### src/rtl/policy_table_loader.sv
// policy_table_loader
// Writer side of the paddle-AI policy ROM. It takes a host-link byte stream,
// waits for a sync header, and then unpacks each payload byte LSB-first into
// four 2-bit action entries. The entries are written to consecutive addresses
// of the policy memory. After DEPTH entries it checks a trailing XOR checksum
// and reports done or err.
//
// Handshake: a byte transfers on a rising clk edge where in_valid && in_ready.
// While in_valid is high and in_ready is low, the source holds in_data stable.
// in_ready is a combinational function of registered state only, so the
// source never sees a combinational path from in_valid back to in_ready.
module policy_table_loader #(
  parameter int          ADDR_W    = 16,
  parameter int          DEPTH     = 59049,
  parameter logic [7:0]  SYNC_BYTE = 8'hA5
) (
  input  logic              clk,
  input  logic              rst_n,
  input  logic [7:0]        in_data,
  input  logic              in_valid,
  output logic              in_ready,
  output logic              mem_we,
  output logic [ADDR_W-1:0] mem_addr,
  output logic [1:0]        mem_din,
  output logic              busy,
  output logic              done,
  output logic              err,
  output logic [ADDR_W-1:0] entries_written
);

  typedef enum logic [1:0] {
    IDLE = 2'd0,
    LOAD = 2'd1,
    CHK  = 2'd2
  } state_t;

  // Address of the final entry; the write landing here ends the payload.
  localparam logic [ADDR_W-1:0] LAST_ADDR = ADDR_W'(DEPTH - 1);

  state_t      state;
  logic [7:0]  checksum;
  // Upper entries of the current byte that have not been written yet.
  logic [5:0]  rest;
  // Number of entries of the current byte still to be written after the
  // write that is presented this cycle.
  logic [1:0]  pending;

  logic        accept;
  logic        issue;
  logic [1:0]  entry;

  // Ready whenever no entries are queued. In LOAD that covers the cycle that
  // presents a byte's final write, so a new byte lands with no bubble.
  always_comb begin
    in_ready = (state != LOAD) || (pending == 2'd0);
  end

  // A write is issued either from queued entries or from a freshly accepted
  // byte (whose entry 0 goes out straight away).
  always_comb begin
    accept = in_valid && in_ready;
    issue  = 1'b0;
    entry  = in_data[1:0];
    if (state == LOAD) begin
      if (pending != 2'd0) begin
        issue = 1'b1;
        entry = rest[1:0];
      end else if (in_valid) begin
        issue = 1'b1;
        entry = in_data[1:0];
      end
    end
  end

  // Main control: state, checksum, unpacking and the registered memory port.
  always_ff @(posedge clk or negedge rst_n) begin
    if (!rst_n) begin
      state           <= IDLE;
      checksum        <= 8'h00;
      rest            <= 6'd0;
      pending         <= 2'd0;
      mem_we          <= 1'b0;
      mem_addr        <= '0;
      mem_din         <= 2'd0;
      busy            <= 1'b0;
      done            <= 1'b0;
      err             <= 1'b0;
      entries_written <= '0;
    end else begin
      mem_we <= 1'b0;
      case (state)
        IDLE: begin
          if (accept && (in_data == SYNC_BYTE)) begin
            checksum        <= 8'h00;
            entries_written <= '0;
            pending         <= 2'd0;
            rest            <= 6'd0;
            done            <= 1'b0;
            err             <= 1'b0;
            busy            <= 1'b1;
            state           <= LOAD;
          end
        end

        LOAD: begin
          if (pending != 2'd0) begin
            rest    <= {2'b00, rest[5:2]};
            pending <= pending - 2'd1;
          end else if (in_valid) begin
            checksum <= checksum ^ in_data;
            rest     <= in_data[7:2];
            pending  <= 2'd3;
          end
          if (issue) begin
            mem_we          <= 1'b1;
            mem_addr        <= entries_written;
            mem_din         <= entry;
            entries_written <= entries_written + ADDR_W'(1);
            // Final entry: drop whatever is left of this byte (it is
            // already folded into the checksum) and await the checksum.
            if (entries_written == LAST_ADDR) begin
              pending <= 2'd0;
              rest    <= 6'd0;
              state   <= CHK;
            end
          end
        end

        CHK: begin
          if (accept) begin
            if (in_data == checksum) begin
              done <= 1'b1;
            end else begin
              err <= 1'b1;
            end
            busy  <= 1'b0;
            state <= IDLE;
          end
        end

        default: begin
          state <= IDLE;
        end
      endcase
    end
  end

endmodule

### config.mk
export PLATFORM = sky130hd
export DESIGN_NAME = policy_table_loader
export DESIGN_NICKNAME = d
export VERILOG_FILES = /design/src/rtl/policy_table_loader.sv
export SDC_FILE = /design/constraint.sdc
export NUM_CORES = 1
export LEC_CHECK = 0
export CORE_MARGIN = 1
export CORE_UTILIZATION = 44
export CTS_CLUSTER_SIZE = 8
export DETAILED_ROUTE_END_ITERATION = 8
export PLACE_DENSITY_LB_ADDON = 0.15
export SYNTH_ARGS = -nofsm -noshare
export SYNTH_HDL_FRONTEND = slang
export SYNTH_SLANG_ARGS = --single-unit
### constraint.sdc
create_clock -name clk -period 2.1 [get_ports clk]
set_clock_uncertainty 0.1 [all_clocks]
set_input_delay 0.21 -clock clk [delete_from_list [all_inputs] [get_ports clk]]
set_output_delay 0.21 -clock clk [all_outputs]
set_load 0.05 [all_outputs]
# --- Yosys cells after proc, flatten, opt, wreduce, memory -nomap -nowiden ---
# Cells that the tools add are included.
op_classes:
  n_addsub: 2
  eq_ne: 14
  muxes: 40
  n_bitwise: 1
  reduce_logical: 16
op_table:
  columns: ["cell", "n"]
  rows:
  - ["two-way mux 16 bit", 2]
  - ["one-hot mux 16 bit (2 select lines)", 1]
  - ["two-way mux 6 bit", 5]
  - ["two-way mux 8 bit", 3]
  - ["two-way mux 2 bit", 10]
  - ["adder 16 x 1 -> 16 bit (second input constant)", 1]
  - ["== test 16 bit (second input constant)", 1]
  - ["one-hot mux 8 bit (2 select lines)", 1]
  - ["AND reduction 4 bit", 4]
  - ["!= test 2 bit (second input constant)", 7]
  - ["two-way mux 1 bit", 12]
  - ["one-hot mux 6 bit (2 select lines)", 1]
  - ["== test 8 bit", 1]
  - ["== test 8 bit (second input constant)", 1]
  - ["XOR 8 bit", 1]
  - ["one-hot mux 1 bit (2 select lines)", 3]
  - ["one-hot mux 2 bit (3 select lines)", 1]
  - ["AND reduction 3 bit", 2]
  - ["nonzero test 2 bit", 3]
  - ["logical NOT 2 bit", 2]
  - ["!= test 2 x 1 -> 1 bit (second input constant)", 2]
  - ["one-hot mux 2 bit (2 select lines)", 1]
  - ["AND reduction 2 bit", 2]
  - ["== test 2 x 1 -> 1 bit (second input constant)", 1]
  - ["other kinds (4)", 5]
totals:
  reg_bits: 56
  inputBits: 11
  out_inout_bits: 39
  word_cells: 84

# --- Longest topological paths before layout ---
logic_depth:
  ltp_word: 6
  ltp_mapped: 7
  depth_no_buf: 6

# --- Least setup slack after synthesis ---
# OpenSTA, ideal clock, no wires.
synth_timing:
  path_kind: "register to register"
  start: "reg entries_written[3]"
  end: "reg rest[5]"
  setup_ns: 0.122
  arrival_time_ns: 1.925
  setup_slack_ns: -0.047
  stages_incl_launch_ff: 5
  n_path_buf: 0
  path_cell_list: "dfrtp_1 > or4b_4 > nor4_4 > a21oi_2 > a32o_1"
synth_via:
  elab_chain_len: 4
synth_lines:
  columns: ["item", "line_no", "rtl"]
  rows:
  - ["from (decl)", "28", "output logic [ADDR_W-1:0] entries_written"]
  - ["from (signal assigned)", "118", "entries_written <= entries_written + ADDR_W'(1);"]
  - ["== test 16 bit", "121", "if (entries_written == LAST_ADDR) begin"]
  - ["two-way mux 6 bit", "121", null]
  - ["two-way mux 6 bit", "114", "if (issue) begin"]
  - ["one-hot mux 6 bit (2 select lines)", "91", "case (state)"]
  - ["to (signal assigned)", "107", "rest <= {2'b00, rest[5:2]};"]
  - ["to (signal assigned)", "111", "rest <= in_data[7:2];"]
  - ["to (decl)", "43", "logic [5:0] rest;"]
# Every way passes these cells.
# A chain may end at the register's enable or synchronous reset.

# --- Worst setup path after layout ---
layout_timing:
  start: "reg entries_written[5]"
  end: "out entries_written[5]"
# No word-level cell between the ends.

==> run summary <==
# Post-CTS Setup Buffers = 0
Slew headroom = 0.654
Synth Cell Area = 2890 sq um
Pin count of the biggest net entering global routing = 57
# H-tree levels = 2
Slowest CP cell = clkdlybuf4s50_1
Xor/xnor cell area share of the yosys netlist = 0.0394
Area growth, synth to finish = 33.0%
Area of the multi-input gates = 1420 sq um
FF/Latch Area = 1410 sq um
Vias per cell = 5.44
Filler cell count in the final layout = 566
Row Count = 29
Initial core utilization = 0.455
P per Cell Area = 1040 nW/um^2
Max Slew Vio Count = 0
CP max stage delay = 0.80 ns
DR iter-0 viols = 122
Seq/Total Area, Yosys = 0.485
Distinct cell type count after synthesis = 53
First-pass GRT wire length = 11900 um
Status = finished clean
Antenna-violating nets left = 0
CTS tree = built
CORE AREA = 6350 sq um
TritonRoute pass-1 iters = 4
GRT Total Usage = 0.211
Post-Synthesis Cells = 304
Setup crit end kind = output port
Top Ports = 50
Unrepaired setup endpoints after global routing = false
Worst hold path class = in2async
Max Fclk = 0.508 GHz
Number of DRC violations after detailed routing = 0
Die height = 83.1 um
Clk_lat worst skew = 0.31 ns
Mean Syn Cell Area = 9.51 sq um
Total wire length = 6870 um
Clock Pin Slew Worst Setup and Hold Paths = 0.11 ns
Synth Area in Adders = 0.00866
Syn nets = 317
Final min period = 1.97 ns
Main synth FF type = dfrtp_1
Die X = 83.1 um
Asr flop ratio synth = 1.00
Main combinational cell family by area after synthesis = simple AND/OR/NAND/NOR gates
Tcrit/Tclk final = 0.938
EDFF count, synth = 0
Post-synthesis compound-gate area fraction = 0.142
Post-route total power = 0.00399 W
Vias in the first global route = 2466
# setup viols final = 0
Drt wl/cell = 14.8 um
Gr ovfl total = 0
Setup TNS = 0 ns
MaxCap Viol Count = 0
Crit Path Class = reg2out
Initial antenna violation count = 0
Delay-heaviest family, CP = buffers and inverters
Port Buffers = 49
Worst slew pin tran = 0.518 ns
Diodes inserted = 0
Data arrival, critical path = 1.66 ns
Clock Sinks = 56
Simple-gate portion of the synthesized area = 0.281
GPL Wtd Cong = 0.838
Post-layout nets = 401
Buf/Inv on CP = 2
Via count = 2535
CTS Buf Count = 5
Post-DP HPWL = 5100 um
Stages on worst setup path = 2
Maximum vdd drop = 741 uV
Worst Setup Start Kind = flip-flop
Worst R2R Path Depth = 7
CTS Buffer Depth = 2
Leak = 1.72 nW
Syn. warnings = 0
Clock root buffer = clkbuf_8
Mux cell area share after synthesis = 0.0173
Proportion of layout cells with a drive suffix above 1 = 0.167
Critical-path cell list = buf_4 > clkdlybuf4s50_1
Final hold vios = 0
Yosys reg bits = 56
Worst Path Max Fanout = 4
Req. time, crit path = 1.79 ns
DIE AREA = 6900 sq um
[power by group]
part           leakage, nW  switching (W)  internal, W  total, W
logic                0.945        0.00105     0.000756   0.00180
clock network       0.0455       0.000337     0.000270  0.000607
registers            0.730       0.000225      0.00135   0.00158
total                 1.72        0.00161      0.00238   0.00399
[flip-flops by register name, indices dropped and copies added, names as in the netlist]
register         count
busy                 1
checksum             8
done                 1
entries_written     16
err                  1
mem_addr            16
mem_din              2
mem_we               1
pending              2
rest                 6
state                2
[worst register-to-register path: stages, from the launching register on]
cell and delay [ns]:
dfrtp_1 0.39, inv_1 0.11, ha_1 0.21, nand4_1 0.17, nor4_4 0.39, buf_4 0.20, a21oi_1 0.07, o22a_1 0.16
[placed cells by master, fill, tap and decap left out, drive strengths merged, types with 2 or more instances in the layout]
cell	instances
a32o	2
or4b	5
a21oi	19
nand3	16
nor2b	18
nor4	5
nor2	10
and4bb	2
xor2	12
a31oi	2
or4	5
nand4	5
nor3	4
o21a	2
nand2b	6
o211ai	3
dfrtp	56
o21ai	19
o31ai	5
clkdlybuf4s50	47
mux2i	5
nand2	57
ha	2
clkbuf	8
and4	2
inv	5
o22a	4
or3	3
buf	42
[final timing paths]
kind                       slack [ns]                        endpoint                           start
min reg2reg                      0.38        mem_addr[12]$_DFFE_PN0P_        mem_addr[12]$_DFFE_PN0P_
max                              0.13              entries_written[5]  entries_written[5]$_DFFE_PN0P_
max in group asynchronous        1.30  entries_written[3]$_DFFE_PN0P_                           rst_n
max reg2reg                      0.19             rest[3]$_DFFE_PN0P_  entries_written[0]$_DFFE_PN0P_
min in group clk                 0.38        mem_addr[12]$_DFFE_PN0P_        mem_addr[12]$_DFFE_PN0P_
min                              0.33            state[0]$_DFFE_PN0P_                           rst_n
[cells by family (layout without fill, tap and decap cells)]
logic type | Yosys count | in the layout
AND/OR/NAND/NOR | 147 | 147
AO/OA/AOI/OAI | 63 | 63
flip-flops | 56 | 56
buffers and inverters | 18 | 103
XOR/XNOR | 13 | 13
multiplexers | 5 | 5
adder cells (fa/ha/maj) | 2 | 2
[metal layers]
metal | global-route usage | vias up | share of wire
met3 | 0.0268 | 7 | 0.025
met4 | 0.0486 | 0 | 0.0087
met2 | 0.368 | 42 | 0.51
li1 | - | 1247 | -
met1 | 0.279 | 1239 | 0.46
met5 | 0 | - | 0
[metrics by stage]
step | setup WS, ns | utilization | instances | hold WS (ns) | instance area [sq um]
floorplan | 0.0148 | - | 304 | -0.186 | 2890
global placement | 0.0667 | 0.589 | 457 | 0.137 | 3740
detailed placement | 0.0317 | 0.589 | 457 | 0.139 | 3740
CTS | 0.0521 | 0.605 | 466 | 0.347 | 3840
global route | 0.0719 | 0.605 | 466 | 0.361 | 3840
finish | 0.131 | 0.605 | 466 | 0.327 | 3840
[synthesized netlist by cell type (all sizes together), types with 2 or more instances]
master / n / area (sq um)
a21oi: 19 / 98.9
a31oi: 2 / 12.5
a32o: 2 / 20.0
and4: 2 / 18.8
and4bb: 2 / 25.0
buf: 5 / 27.5
clkbuf: 8 / 30.0
dfrtp: 56 / 1400
ha: 2 / 25.0
inv: 5 / 18.8
mux2i: 5 / 50.1
nand2: 57 / 214
nand2b: 6 / 37.5
nand3: 16 / 85.1
nand4: 5 / 31.3
nor2: 10 / 37.5
nor2b: 18 / 113
nor3: 4 / 20.0
nor4: 5 / 46.3
o211ai: 3 / 22.5
o21a: 2 / 15.0
o21ai: 19 / 95.1
o22a: 4 / 35.0
o31ai: 5 / 37.5
or3: 3 / 18.8
or4: 5 / 37.5
or4b: 5 / 53.8
xor2: 12 / 105
[layout make-up]
cell class,count,area share
flip-flops and latches,56,0.366
well taps,77,0.0251
repair buffers,90,0.213
inverters,5,0.00488
clock buffers,8,0.0234
multi-input cells,230,0.368
[what timing repair did]
item / in CTS / in global routing
resized for setup: 0 / 1
setup endpoints to repair: 0 / 16
hold buffers: 1 / 0
endpoints found under the hold margin: 56 / 0
(Power assumes the default switching activity.)
